===== src/rtl/can_seq_pkg.sv =====
// Shared constants for the CAN bit-stream sequence detectors.
// Pattern widths and named fixed bit sequences.
package can_seq_pkg;

    localparam int SEQ_W = 8;

    localparam int STUFF_W = 6;
    localparam int EOF_W   = 7;

    // Six equal bits in a row break the stuffing rule
    localparam logic [STUFF_W-1:0] STUFF_ERR_DOM = '0;
    localparam logic [STUFF_W-1:0] STUFF_ERR_REC = '1;

    localparam logic [EOF_W-1:0] EOF_PAT = '1;

endpackage


===== src/rtl/seq_shift_reg.sv =====
// Serial-in shift register with a saturating fill counter.
// o_full is high once WIDTH bits have been shifted since the last restart/clear.
module seq_shift_reg
    import can_seq_pkg::*;
#(
    parameter int WIDTH = SEQ_W,
    parameter int CW    = $clog2(WIDTH + 1)
) (
    input  logic             clk,
    input  logic             rst,
    input  logic             i_shift,
    input  logic             i_restart,
    input  logic             i_clear,
    input  logic             i_bit,
    output logic [WIDTH-1:0] o_data,
    output logic             o_full
);

    localparam logic [CW-1:0] FULL = CW'(WIDTH);

    logic [WIDTH-1:0] r_data;
    logic [WIDTH-1:0] w_data_next;
    logic [CW-1:0]    r_cnt;
    logic [CW-1:0]    w_cnt_inc;

    generate
        if (WIDTH == 1) begin : g_one
            assign w_data_next = i_bit;
        end else begin : g_many
            assign w_data_next = {r_data[WIDTH-2:0], i_bit};
        end
    endgenerate

    assign w_cnt_inc = (r_cnt == FULL) ? r_cnt : r_cnt + CW'(1);

    always_ff @(posedge clk or posedge rst) begin
        if (rst) begin
            r_data <= '0;
            r_cnt  <= '0;
        end else if (i_clear) begin
            r_cnt  <= '0;
        end else if (i_shift) begin
            r_data <= w_data_next;
            r_cnt  <= i_restart ? CW'(1) : w_cnt_inc;
        end
    end

    assign o_data = r_data;
    assign o_full = (r_cnt == FULL);

endmodule


===== src/rtl/seq_8_detector.sv =====
// Programmable serial sequence detector: load a WIDTH-bit pattern
// serially, then pulse dout whenever the last WIDTH bits match it.
module seq_8_detector
    import can_seq_pkg::*;
#(
    parameter int WIDTH = SEQ_W,
    parameter int CW    = $clog2(WIDTH + 1)
) (
    input  logic clk,
    input  logic rst,
    input  logic load,
    input  logic din,
    output logic dout
);

    logic             r_load_q;
    logic             r_dout;
    logic [WIDTH-1:0] w_pat;
    logic             w_pat_full;
    logic [WIDTH-2:0] w_hist;
    logic             w_hist_full;
    logic             w_match;

    seq_shift_reg #(
        .WIDTH (WIDTH),
        .CW    (CW)
    ) u_pat (
        .clk       (clk),
        .rst       (rst),
        .i_shift   (load),
        .i_restart (~r_load_q),
        .i_clear   (1'b0),
        .i_bit     (din),
        .o_data    (w_pat),
        .o_full    (w_pat_full)
    );

    // The newest history bit is din itself, so WIDTH-1 stored bits suffice
    seq_shift_reg #(
        .WIDTH (WIDTH - 1)
    ) u_hist (
        .clk       (clk),
        .rst       (rst),
        .i_shift   (~load),
        .i_restart (1'b0),
        .i_clear   (load),
        .i_bit     (din),
        .o_data    (w_hist),
        .o_full    (w_hist_full)
    );

    assign w_match = ~load
                   & w_pat_full
                   & w_hist_full
                   & ({w_hist, din} == w_pat);

    always_ff @(posedge clk or posedge rst) begin
        if (rst) begin
            r_load_q <= 1'b0;
            r_dout   <= 1'b0;
        end else begin
            r_load_q <= load;
            r_dout   <= w_match;
        end
    end

    assign dout = r_dout;

endmodule


===== config.mk =====
export PLATFORM = sky130hd
export DESIGN_NAME = seq_8_detector
export DESIGN_NICKNAME = d
export VERILOG_FILES = /design/src/rtl/can_seq_pkg.sv /design/src/rtl/seq_shift_reg.sv /design/src/rtl/seq_8_detector.sv
export SDC_FILE = /design/constraint.sdc
export NUM_CORES = 1
export LEC_CHECK = 0
export ABC_AREA = 1
export CORE_MARGIN = 3
export CORE_UTILIZATION = 50
export CTS_CLUSTER_SIZE = 40
export DETAILED_ROUTE_END_ITERATION = 10
export DONT_BUFFER_PORTS = 1
export GPL_TIMING_DRIVEN = 0
export MAX_ROUTING_LAYER = met4
export PLACE_DENSITY = 0.61
export SLEW_MARGIN = 20
export SYNTH_ARGS = -nofsm -noshare
export SYNTH_HDL_FRONTEND = slang
export SYNTH_SLANG_ARGS = --single-unit

===== constraint.sdc =====
create_clock -name clk -period 2.39 [get_ports clk]
set_input_delay 0.3585 -clock clk [delete_from_list [all_inputs] [get_ports clk]]
set_output_delay 0.3585 -clock clk [all_outputs]
set_load 0.01 [all_outputs]

==> impl_metrics.tcl, run 1 <==
set metrics [dict create \
    status "completed" \
    seq_power_share_pct 58.4 \
    yosys-top-cells-count "38 x nand2_1, 24 x dfrtp_1, 20 x inv_1" \
    p_leak_nw 0.610 \
    ant_nets 0 \
    worst-setup-path-type "reg -> reg" \
    clk_path_buf_depth 2 \
    drv_cap 0 \
    syn_nets 137 \
    combPwrFrac_pct 17.2 \
    synth_area_per_cell_sq_um 8.78 \
    p_sw_share_pct 29.0 \
    max-vdd-ir-drop_uv 388 \
    drv_slew 0 \
    clock.fmax_mhz 767 \
    fin_worst_skew_ns 0.00112 \
    h-tree-depth 1 \
    coreArea_sq_um 2040 \
    arrival_ns 1.52 \
    end_kind "register" \
    cts_made_buffers 3 \
    num_vias 779 \
    syn_inst 129 \
    drt_iter0_drc 29 \
    place_congestion 0.759 \
    synth_largest_area_cell "dfrtp_1" \
    critical_path.startpoint_type "register" \
    cp.required_ns 2.61 \
    clockRootBuffer "clkbuf_4" \
    maxSlewHeadroom_pct 40.0 \
    io-pin-count 5 \
    routedWlPerCell_microns 11.4 \
    area_growth_syn_to_layout_pct 6.19 \
    clkSinkCount 24 \
    synth_top_area_share_pct 53.0 \
    dieArea_sq_um 2870 \
    io_buffers 0 \
    hpwl_microns 1340 \
    setup_violations 0 \
    ys_warn_count 0 \
    p_switching_mw 0.249 \
    power.density_nw_per_um2 714 \
    start_util_pct 55.5 \
    drc 0 \
    finalWirelength_microns 1830 \
    num_antenna_cells 0 \
    finalCritPeriodShare_pct 54.5 \
    p_clk_share_pct 24.4 \
    num_rows 16 \
    synth-edff-count 0 \
    grt_overflow 0 \
    antenna_found_initial 0 \
    chipHeight_microns 53.6 \
    setup-tns-final_ns 0 \
    drt_first_pass_iters 4 \
    grt_pass1_vias 762 \
    cts-resized-gates 0 \
    clk_pin_slew_ns 0.13 \
    clk_latency_ns 0.30 \
    async_flop_share_pct 100 \
    multi_input_area_sq_um 435 \
    tritoncts "done" \
    p_int_mw 0.609 \
    ys_types 18 \
    cp_max_fo 4 \
    worst_pin_slew_ns 0.899 \
    avgViaCountPerCell 4.87 \
    seqCellArea_sq_um 601 \
    drive_above_1_share_pct 9.02 \
    timing.final.crit_period_ns 1.30 \
    grt_first_pass_wirelength_microns 3330 \
    synth-seq-area-share_pct 53.0 \
    die_w_microns 53.6 \
    post_cts_buffers 0 \
    grt_max_degree 25 \
    synth_area_leaders "dfrtp_1 53%, nand2_1 13%, o21ai_0 7.1%" \
    total_power_mw 0.858 \
    fillCellCount 180 \
    grt_util_all_layers_pct 16.5 \
    synth.most_common_cell "nand2_1" \
    rsz0062_at_grt "no" \
    final_nets 142 \
    synth_ff_type "dfrtp_1" \
    cts_hold_buffers 0 \
    netlist_area_sq_um 1130 \
    hold_violations 0 \
    ys_ff_latch 24 \
    hp-class "in -> reg" \
]
-- area by class of cell --
type                    count  area share, %
well taps                  27           2.81
flip-flops and latches     24           49.9
clock buffers               4           3.02
multi-input cells          82           36.2
inverters                  20           6.24
plain buffers               3           1.77
-- worst paths after layout --
kind	from	to	slack (ns)	depth (start not counted)
max reg2reg	u_hist.r_cnt[0]	dout	1.09	8
min in group asynchronous	rst	u_pat.r_cnt[1]	0.11	1
min reg2reg	u_hist.o_data[3]	u_hist.o_data[3]	0.52	2
max in group asynchronous	rst	dout	1.73	1
max	u_hist.r_cnt[0]	dout	1.09	8
min	load	r_load_q	0.06	0
-- through the flow --
| step | cells | setup WS (ns) | instance area [sq um] | util, % | hold WS (ns) |
|---|---|---|---|---|---|
| floorplan | 129 | 1.18 | 1130 | - | 0.373 |
| global placement | 156 | 1.11 | 1170 | 57.1 | 0.390 |
| detailed placement | 156 | 1.11 | 1170 | 57.1 | 0.390 |
| CTS | 160 | 1.08 | 1200 | 58.9 | 0.0487 |
| global route | 160 | 1.01 | 1200 | 58.9 | 0.0407 |
| finish | 160 | 1.09 | 1200 | 58.9 | 0.0634 |
-- cell families after synthesis --
kind of cell / Yosys count / synth area share, %
AO/OA/AOI/OAI: 23 / 11.5
XOR/XNOR: 4 / 3.09
adder cells (fa/ha/maj): 4 / 4.42
buffers and inverters: 23 / 8.51
flip-flops: 24 / 53.0
AND/OR/NAND/NOR: 51 / 19.4
-- per-layer routing --
layer  vias to the layer above  share of wire [%]  track usage [%]  wire length [microns]
met1                       360                 53             23.3                    979
li1                        407                  -                -                      -
met5                         -                  0                -                      0
met2                        10                 43             24.5                    783
met4                         0               0.77             5.11                     14
met3                         2                2.8             2.49                     52
-- sequential cells by signal, summed over array words and instances, names as in the netlist --
name,cells
u_hist.r_cnt,3
u_pat.o_data,8
dout,1
r_load_q,1
u_hist.o_data,7
u_pat.r_cnt,4
-- worst max-delay path, cell delays in order, from the launching register on --
cell	delay [ns]
dfrtp_1	0.43
ha_1	0.21
ha_1	0.19
inv_1	0.14
nor2_8	0.05
o21ai_2	0.06
nor2_2	0.05
nand2_1	0.06
nor2_1	0.04
-- power by group through the flow --
stage	sequential, mW	combinational, mW	clock [mW]
2_1_floorplan	0.499	0.122	0
3_3_place_gp	0.507	0.144	0
3_5_place_dp	0.508	0.149	0
4_1_cts	0.501	0.149	0.219
5_1_grt	0.510	0.179	0.227
6_report	0.501	0.147	0.210
-- layout by cell type, fill, tap and decap left out --
cell type / count
clkbuf_8: 1
buf_2: 1
clkbuf_2: 1
inv_1: 20
xor2_1: 3
dfrtp_1: 24
ha_1: 4
clkbuf_4: 3
nor2_8: 1
a22o_1: 2
o21ai_1: 3
nand3_1: 3
nand3_2: 1
nand2_1: 38
o21ai_0: 16
o21ai_2: 2
nor2_1: 7
xnor2_1: 1
buf_6: 1
nor2_2: 1
Power figures use the tool's default switching activity.
==> inputs of run 2 (changes only) <==
==> constraint.sdc (replaced) <==
create_clock -name clk -period 1.4 [get_ports clk]
set_input_delay 0.21 -clock clk [delete_from_list [all_inputs] [get_ports clk]]
set_output_delay 0.21 -clock clk [all_outputs]
set_load 0.01 [all_outputs]
==> run 2 against run 1 <==
  * Maximum frequency about the same
  * Cell count increased by 1.3%
  * Global-route usage increased by 0.12 points
  * Clock power increased by 71%
  * Worst setup slack got worse by 0.99 ns
  * First-iteration DRC count increased by 3.4%
  * Wire length increased by 0.87%
  * Total power increased by 71%
  * Critical path type unchanged
  * Critical endpoint unchanged
  * Largest cell class unchanged
==> impl_metrics.tcl, run 2 (same netlist as run 1, synthesis figures left out) <==
set metrics [dict create \
    status "completed" \
    largest_reg_flops 8 \
    drt_iter0_drc 30 \
    cp_max_fo 4 \
    p_leak_nw 0.619 \
    avgViaCountPerCell 4.83 \
    fillCellCount 178 \
    max-vdd-ir-drop_uv 661 \
    drive_above_1_share_pct 8.89 \
    die_w_microns 53.6 \
    grt_max_degree 25 \
    place_congestion 0.759 \
    hpwl_microns 1340 \
    worst_pin_slew_ns 0.907 \
    hold_violations 0 \
    worst-setup-path-type "reg -> reg" \
    pre_cts_slack_ns 0.121 \
    clockRootBuffer "clkbuf_4" \
    antenna_found_initial 0 \
    clock.fmax_mhz 767 \
    clkSinkCount 24 \
    design_area_sq_um 1220 \
    h-tree-depth 1 \
    tritoncts "done" \
    timing.final.crit_period_ns 1.30 \
    grt_pass1_vias 776 \
    clk_latency_ns 0.30 \
    chipHeight_microns 53.6 \
    post_cts_buffers 0 \
    postPlaceCellArea_sq_um 1170 \
    drt_first_pass_iters 4 \
    final_nets 144 \
    cts_made_buffers 3 \
    io-pin-count 5 \
    start_util_pct 55.5 \
    clk_path_buf_depth 2 \
    post-route-util_pct 59.9 \
    fin_worst_skew_ns 0.00169 \
    num_rows 16 \
    drv_slew 0 \
    coreArea_sq_um 2040 \
    end_kind "register" \
    cp.required_ns 1.62 \
    total_power_mw 1.47 \
    finalCritPeriodShare_pct 93.1 \
    grt_util_all_layers_pct 16.6 \
    arrival_ns 1.52 \
    drv_cap 0 \
    power.density_nw_per_um2 1200 \
    grt_overflow 0 \
    mostFrequentLayoutCells "38 x nand2_1, 24 x dfrtp_1, 20 x inv_1" \
    ant_nets 0 \
    io_buffers 0 \
    num_antenna_cells 0 \
    dieArea_sq_um 2870 \
    maxSlewHeadroom_pct 39.5 \
    rsz0062_at_grt "no" \
    area_growth_syn_to_layout_pct 7.96 \
    finalWorstSetupSlack_ns 0.0960 \
    clk_pin_slew_ns 0.13 \
    num_vias 783 \
    final_common_cell "nand2_1" \
    grt_first_pass_wirelength_microns 3350 \
    finalWirelength_microns 1850 \
    drc 0 \
    setup_violations 0 \
    critical_path.startpoint_type "register" \
    routedWlPerCell_microns 11.4 \
    hp-class "in -> reg" \
    setup-tns-final_ns 0 \
]
==> run 2: cell count changes in the layout (fill, tap and decap cells not counted), sizes merged <==
cell	before	now
dlygate4sd3	0	2
==> run 2: worst max-delay path: stages (launching register included) <==
cell and delay (ns):
dfrtp_1 0.43, ha_1 0.21, ha_1 0.19, inv_1 0.14
nor2_8 0.05, o21ai_2 0.06, nor2_2 0.05, nand2_1 0.06
nor2_1 0.04
==> run 2: what timing repair did <==
| item | in CTS | in global routing |
|---|---|---|
| resized for setup | 0 | 0 |
| setup endpoints to repair | 0 | 0 |
| hold buffers | 2 | 0 |
| hold endpoints to repair | 14 | 0 |
==> run 2: routing by layer <==
metal / global-route usage (%) / share of wire (%) / vias up
met4: 5.11 / 0.76 / 0
li1: - / - / 411
met3: 2.49 / 2.6 / 2
met1: 23.3 / 53 / 362
met2: 24.9 / 43 / 8
met5: - / 0 / -
==> run 2: area by class of cell <==
type                            count  area [sq um]  area share [%]
Buffer                              3          21.3            1.74
Clock buffer                        4          36.3            2.97
Inverter                           20          75.1            6.14
Multi-Input combinational cell     82           435            35.6
Sequential cell                    24           601            49.1
Tap cell                           27          33.8            2.76
Timing Repair Buffer                2          20.0            1.64
==> run 2: power breakdown <==
group / switching, mW / leakage (nW) / internal, mW
clock: 0.201 / 0.0210 / 0.159
combinational: 0.153 / 0.289 / 0.104
sequential: 0.0738 / 0.309 / 0.781
total: 0.427 / 0.619 / 1.04
==> run 2: per-stage QoR <==
step,hold slack (ns),std cells
floorplan,0.225,129
global placement,0.242,156
detailed placement,0.242,156
CTS,0.000519,162
global route,0.00615,162
finish,0.0121,162
==> run 2: final timing paths <==
| kind | from | to | slack (ns) | cells past startpoint |
|---|---|---|---|---|
| setup / recovery | u_hist.r_cnt[0] | dout | 0.1 | 8 |
| hold / removal | din | u_pat.o_data[0] | 0.01 | 2 |
| setup reg to reg | u_hist.r_cnt[0] | dout | 0.1 | 8 |
| hold reg to reg | u_hist.o_data[3] | u_hist.o_data[3] | 0.52 | 2 |
| max in group asynchronous | rst | dout | 0.32 | 2 |
| min in group asynchronous | rst | u_pat.r_cnt[1] | 0.53 | 2 |
==> inputs of run 3 (changes only) <==
--- a/config.mk
+++ b/config.mk
@@ -17,4 +17,5 @@
 export SLEW_MARGIN = 20
 export SYNTH_ARGS = -nofsm -noshare
 export SYNTH_HDL_FRONTEND = slang
+export SYNTH_HIERARCHICAL = 1
 export SYNTH_SLANG_ARGS = --single-unit
==> run 3 against run 2 <==
  * Synthesized cell count rose by 24%
  * Via count rose by 20%
  * Total power rose by 3.8%
  * Area after synthesis rose by 12%
  * Wire length rose by 13%
  * Critical endpoint is now u_pat/r_cnt[2]
  * Largest cell class unchanged
  * Largest power group unchanged
==> impl_metrics.tcl, run 3 <==
set metrics [dict create \
    path_delay_family "flip-flops" \
    synth_ff_type "dfrtp_1" \
    clk_latency_ns 0.31 \
    max-vdd-ir-drop_uv 701 \
    drt_first_pass_iters 4 \
    h-tree-depth 1 \
    p_switching_mw 0.452 \
    synth_top_area_share_pct 47.3 \
    synth_area_per_cell_sq_um 7.94 \
    synth.most_common_cell "nand2_1" \
    seq_power_share_pct 57.5 \
    grt_first_pass_wirelength_microns 3750 \
    crit_slowest_cell "dfrtp_1" \
    num_antenna_cells 0 \
    p_leak_nw 0.757 \
    numPlacedInstances 193 \
    die_w_microns 56.4 \
    yosys-top-cells-count "47 x nand2_1, 31 x inv_1, 24 x dfrtp_1" \
    clock.fmax_mhz 774 \
    hp-class "in -> reg" \
    min_path_cells 2 \
    clockRootBuffer "clkbuf_4" \
    critPathMaxStageDelay_ns 0.44 \
    rsz0062_at_grt "no" \
    ant_nets 0 \
    worst-setup-path-type "reg -> reg" \
    arrival_ns 1.51 \
    wl_met1_microns 1070 \
    synth_area_leaders "dfrtp_1 47%, nand2_1 14%, inv_1 9.2%" \
    synth-edff-count 0 \
    cp.required_ns 1.62 \
    netlist_area_sq_um 1270 \
    combPwrFrac_pct 18.9 \
    finalWirelength_microns 2100 \
    end_kind "register" \
    synth_largest_area_cell "dfrtp_1" \
    fin_worst_skew_ns 0.00267 \
    coreArea_sq_um 2320 \
    cts_made_buffers 3 \
    async_flop_share_pct 100 \
    antenna_found_initial 0 \
    p_sw_share_pct 29.6 \
    status "completed" \
    chipHeight_microns 56.4 \
    instances_no_fill 200 \
    crit_cells 8 \
    highest_layer "met4" \
    reg2regPathDepth 8 \
    clk_path_buf_depth 2 \
    num_vias 939 \
    ys_types 21 \
    wl_met3_microns 35 \
    grt_overflow 0 \
    mostFrequentLayoutCells "47 x nand2_1, 31 x inv_1, 24 x dfrtp_1" \
    ys_ff_latch 24 \
    p_int_mw 1.07 \
    setup-tns-final_ns 0 \
    final_nets 181 \
    ys_warn_count 6 \
    setup_violations 0 \
    drc 0 \
    grt_max_degree 14 \
    grt_pass1_vias 880 \
    hpwl_microns 1630 \
    hold_violations 0 \
    largest_reg_flops 8 \
    tritoncts "done" \
    dieArea_sq_um 3180 \
    drt_iter0_drc 36 \
    worst-path-buf-inv 2 \
    syn_inst 160 \
    finalCritPeriodShare_pct 92.3 \
    power.density_nw_per_um2 1100 \
    timing.final.crit_period_ns 1.29 \
    clk_pin_slew_ns 0.13 \
    start_util_pct 54.8 \
    cp_cell_sequence "inv_1 > ha_1 > nand2_1 > nor2_2 > a21oi_4 > inv_4 > nand2_1 > o21ai_2" \
    critical_path.startpoint_type "register" \
    cp_max_fo 5 \
    grt_util_all_layers_pct 15.0 \
    synth-seq-area-share_pct 47.3 \
    drv_cap 0 \
    cpMostUsedCell "nand2_1" \
    io-pin-count 5 \
    drive_above_1_share_pct 12.8 \
    final_common_cell "nand2_1" \
    place_congestion 0.810 \
    dr_wl_met2_microns 972 \
    avgViaCountPerCell 4.70 \
    fillCellCount 227 \
    io_buffers 0 \
    drv_slew 0 \
    p_clk_share_pct 23.6 \
    num_rows 17 \
    area_growth_syn_to_layout_pct 9.26 \
    clkSinkCount 24 \
    routedWlPerCell_microns 10.5 \
]
run 3: cell count changes after synthesis, sizes merged, moves of 2 or more:
cell / change
a21oi: +5
nand2: +12
a22o: -2
o21ai: -10
mux2: +2
nand3: +2
xor2: -3
nand4: +4
nor2: +7
inv: +13
run 3: cell type report:
cell class | instances | area, sq um | area share (%)
plain buffers | 1 | 11.3 | 0.812
repair buffers | 3 | 27.5 | 1.98
multi-input cells | 107 | 548 | 39.5
inverters | 33 | 129 | 9.29
well taps | 28 | 35.0 | 2.52
flip-flops and latches | 24 | 601 | 43.3
clock buffers | 4 | 36.3 | 2.61
run 3: final timing paths:
| path | slack [ns] | from | endpoint |
|---|---|---|---|
| hold / removal | 0.05 | din | u_hist/o_data[0] |
| setup reg to reg | 0.11 | u_pat/r_cnt[1] | u_pat/r_cnt[2] |
| hold reg to reg | 0.49 | u_hist/r_cnt[1] | u_hist/r_cnt[1] |
| min in group asynchronous | 0.21 | rst | r_load_q |
| max in group asynchronous | 0.72 | rst | u_pat/r_cnt[0] |
| setup / recovery | 0.11 | u_pat/r_cnt[1] | u_pat/r_cnt[2] |
run 3: per-stage QoR:
stage	util [%]	area (sq um)	hold slack [ns]	setup WS, ns	power [mW]
global route	59.8	1390	0.0343	0.0217	1.65
detailed placement	57.1	1320	-0.0439	0.101	1.17
finish	59.8	1390	0.0463	0.108	1.53
CTS	59.5	1380	0.0350	0.0782	1.55
global placement	57.1	1320	-0.0463	0.113	1.16
floorplan	-	1290	-0.0488	0.200	1.11
run 3: kinds of logic after synthesis:
logic type	count (synthesis)	share of synthesized area, %
AOI/OAI and AO/OA	16	8.37
xor gates and xnor gates	2	1.38
adders and majority gates	4	3.94
buffers and inverters	34	11.0
DFF	24	47.3
muxes	2	1.77
other	1	0.295
and+or+nand+nor	77	25.9
run 3: timing repair:
action | in CTS | in global routing
hold endpoints to repair | 25 | 0
hold buffers | 2 | 0
setup endpoints to repair | 0 | 4
buffers inserted | 0 | 1
resized for setup | 0 | 0
run 3: metal layers:
layer | GRT usage (%) | vias up
met2 | 23.9 | 5
li1 | - | 503
met3 | 3.45 | 2
met4 | 3.05 | 0
met1 | 19.7 | 429
met5 | - | -
run 3: power by group through the flow:
stage	clock (mW)	sequential, mW	combinational (mW)
floorplan	0	0.866	0.242
global placement	0	0.890	0.270
detailed placement	0	0.894	0.279
CTS	0.378	0.881	0.286
global route	0.405	0.898	0.343
finish	0.361	0.878	0.288
run 3: worst reg2reg max path: stages, from the launching register on:
cell and delay (ns):
dfrtp_1 0.44, inv_1 0.06, ha_1 0.17, nand2_1 0.07
nor2_2 0.05, a21oi_4 0.22, inv_4 0.06, nand2_1 0.08
o21ai_2 0.05
==> patch: new RTL, flow settings as in run 3 <==
Make the reset (`rst`) synchronous in 2 clocked blocks.
--- a/src/rtl/seq_shift_reg.sv
+++ b/src/rtl/seq_shift_reg.sv
@@ -33,7 +33,7 @@
 
     assign w_cnt_inc = (r_cnt == FULL) ? r_cnt : r_cnt + CW'(1);
 
-    always_ff @(posedge clk or posedge rst) begin
+    always_ff @(posedge clk) begin
         if (rst) begin
             r_data <= '0;
             r_cnt  <= '0;
--- a/src/rtl/seq_8_detector.sv
+++ b/src/rtl/seq_8_detector.sv
@@ -54,7 +54,7 @@
                    & w_hist_full
                    & ({w_hist, din} == w_pat);
 
-    always_ff @(posedge clk or posedge rst) begin
+    always_ff @(posedge clk) begin
         if (rst) begin
             r_load_q <= 1'b0;
             r_dout   <= 1'b0;
Function: no difference found for any inputs over 10 cycles, from zero or initial values and one cycle with rst high; that may be too few to reach the edited logic, so the function may still have changed.
==> patch against run 3 <==
- die area shrank 3.5%
- sequential cell count is the same
- wire length up 3.6%
- area after synthesis is 3.9% lower
- largest cell class is now multi-input gates
- critical path depth unchanged
- cell count increased by 6.5%
- worst setup slack improved by 17 ps
- critical path type unchanged
- design area shrank 5.2%
- maximum frequency is 1.4% higher
- critical endpoint is now dout$_SDFF_PP0_
Power is not compared: it rests on default switching activity, and its combinational part moved more than twofold at a synthesized area within 25%.
==> patch: results (changes against run 3) <==
set qor(status) {complete, no violations}
set qor(postSynth.asyncResetShare) 0 ;# -1.00
set qor(worst-endpoint-arrival_ps) 1540 ;# +30 ps
set qor(fin_total_pwr_uw) 1220
set qor(yosys-top-cells-count) {47 x sky130_fd_sc_hd__nand2_1, 30 x sky130_fd_sc_hd__nor2_1, 24 x sky130_fd_sc_hd__dfxtp_1, 24 x sky130_fd_sc_hd__inv_1, 13 x sky130_fd_sc_hd__a21oi_1}
set qor(place.detailed.instances) 208 ;# +7.8%
set qor(leakagePower_uw) 0.000564
set qor(design.final.nets) 194 ;# +7.2%
set qor(drive_gt1_frac) 0.114 ;# -0.0144
set qor(globalRouteTotalUtil) 0.160 ;# +0.00983
set qor(dpl.hpwl_um) 1620 ;# -0.80%
set qor(fin_worst_skew_ps) 1.87 ;# -0.801 ps
set qor(routed_wirelength_um) 2170 ;# +3.6%
set qor(worst_hold_path.num_cells) 2 ;# unchanged
set qor(antenna_cells_inserted) 0 ;# unchanged
set qor(clock_tree.root_cell) {sky130_fd_sc_hd__clkbuf_4}
set qor(crit_path_top_delay_cell) {sky130_fd_sc_hd__dfxtp_2}
set qor(power_report.internal_total_uw) 915
set qor(gp_routability_congestion) 0.744 ;# -8.1%
set qor(synth_warnings) 6 ;# unchanged
set qor(initial_antenna_violation_count) 0 ;# unchanged
set qor(critical_path.max_fanout) 4 ;# -1
set qor(synth.lib_cells_used.distinct) 24 ;# +14%
set qor(hold_path.class) {input pin to register}
set qor(numCtsBuffers) 3 ;# unchanged
set qor(drt_first_iter_violations) 31 ;# -14%
set qor(port-buffer-count) 0 ;# unchanged
set qor(syn-instance-count) 178 ;# +11%
set qor(timing.critical_path.slowest_cell_delay_ps) 360 ;# -80 ps
set qor(fill_cells) 243 ;# +7.0%
set qor(cts_setup_buffers) 0 ;# unchanged
set qor(grt_pass1_wl_um) 3880 ;# +3.5%
set qor(peakVddDrop_mv) 0.734
set qor(worstSkewPairLatency_ps) 310 ;# about the same
set qor(wl_per_cell_um) 10.2 ;# -2.7%
set qor(avgViaCountPerCell) 4.83 ;# +2.8%
set qor(worst_r2r_path_depth) 8 ;# unchanged
set qor(drt_pass1_iterations) 4 ;# unchanged
set qor(cp_top_family) {simple AND/OR/NAND/NOR gates}
set qor(clock_tree.htree_level_count) 1 ;# unchanged
set qor(grt_start_max_net_pins) 14 ;# unchanged
set qor(grt_pass1_vias) 945 ;# +7.4%
set qor(seq_area_frac_synth) 0.394 ;# -0.0791
set qor(largest_reg_flops) 8 ;# unchanged
set qor(cts_buffer_depth) 2 ;# unchanged
set qor(synth.top_cells.by_area) {sky130_fd_sc_hd__dfxtp_1 39%, sky130_fd_sc_hd__nand2_1 14%, sky130_fd_sc_hd__nor2_1 9.2%}
set qor(cts.clk_slew.worst_paths_ps) 130 ;# about the same
set qor(synth-main-ff-cell) {sky130_fd_sc_hd__dfxtp_1}
## patch: cell count changes after synthesis, moves of 3 or more
cell / run 3 / this run
sky130_fd_sc_hd__dfxtp_1: 0 / 24
sky130_fd_sc_hd__o21ai_2: 4 / 1
sky130_fd_sc_hd__inv_1: 31 / 24
sky130_fd_sc_hd__nor2_1: 13 / 30
sky130_fd_sc_hd__a21oi_1: 4 / 13
sky130_fd_sc_hd__dfrtp_1: 24 / 0
## patch: logic make-up (layout without fill, tap and decap cells)
| group | after synthesis | after routing | share of synthesized area |
|---|---|---|---|
| and+or+nand+nor | 96 | 96 | 0.352 |
| other | 1 | 3 | 0.00307 |
| buffers and inverters | 29 | 34 | 0.0995 |
| adders and majority gates | 4 | 4 | 0.0410 |
| AOI/OAI and AO/OA | 22 | 22 | 0.0964 |
| xor gates and xnor gates | 2 | 2 | 0.0144 |
| DFF | 24 | 24 | 0.394 |
## patch: what timing repair did
action | in CTS | in global routing
hold endpoints to repair | 1 | 0
hold buffers | 1 | 0
setup endpoints to repair | 0 | 1
resized for setup | 0 | 2
## patch: final timing paths
check | startpoint | endpoint | slack (ps)
setup / recovery | u_pat/r_cnt[0]$_SDFFE_PP0P_ | dout$_SDFF_PP0_ | 130
hold / removal | din | u_pat/o_data[0]$_SDFFE_PP0P_ | 20
setup reg to reg | u_pat/r_cnt[0]$_SDFFE_PP0P_ | dout$_SDFF_PP0_ | 130
hold reg to reg | u_pat/o_data[7]$_SDFFE_PP0P_ | u_pat/o_data[7]$_SDFFE_PP0P_ | 500
## patch: per-layer routing
metal	track usage	part of all wire	vias to the layer above
met5	-	0	-
met4	0.0417	0.011	0
met3	0.0537	0.045	4
met2	0.245	0.44	19
met1	0.201	0.51	448
li1	-	-	557
## patch: per-stage QoR
step / utilization / setup WS (ps) / cell area (um2)
finish: 0.583 / 126 / 1320
detailed placement: 0.560 / 92.6 / 1260
CTS: 0.580 / 66.5 / 1310
global route: 0.583 / 40.6 / 1320
global placement: 0.560 / 111 / 1260
floorplan: - / 261 / 1230
## patch: power by group through the flow
stage               clock network (uW)  logic, uW  registers [uW]
finish                             366        131             724
global route                       418        150             728
CTS                                380        130             724
detailed placement                   0        128             739
global placement                     0        123             738
floorplan                            0        110             734
## patch: final cells by class
type	instances	area share
Inverter	27	0.0780
Timing Repair Buffer	1	0.00761
Tap cell	28	0.0266
Multi-Input combinational cell	127	0.480
Clock buffer	4	0.0276
Buffer	2	0.0143
Sequential cell	24	0.366
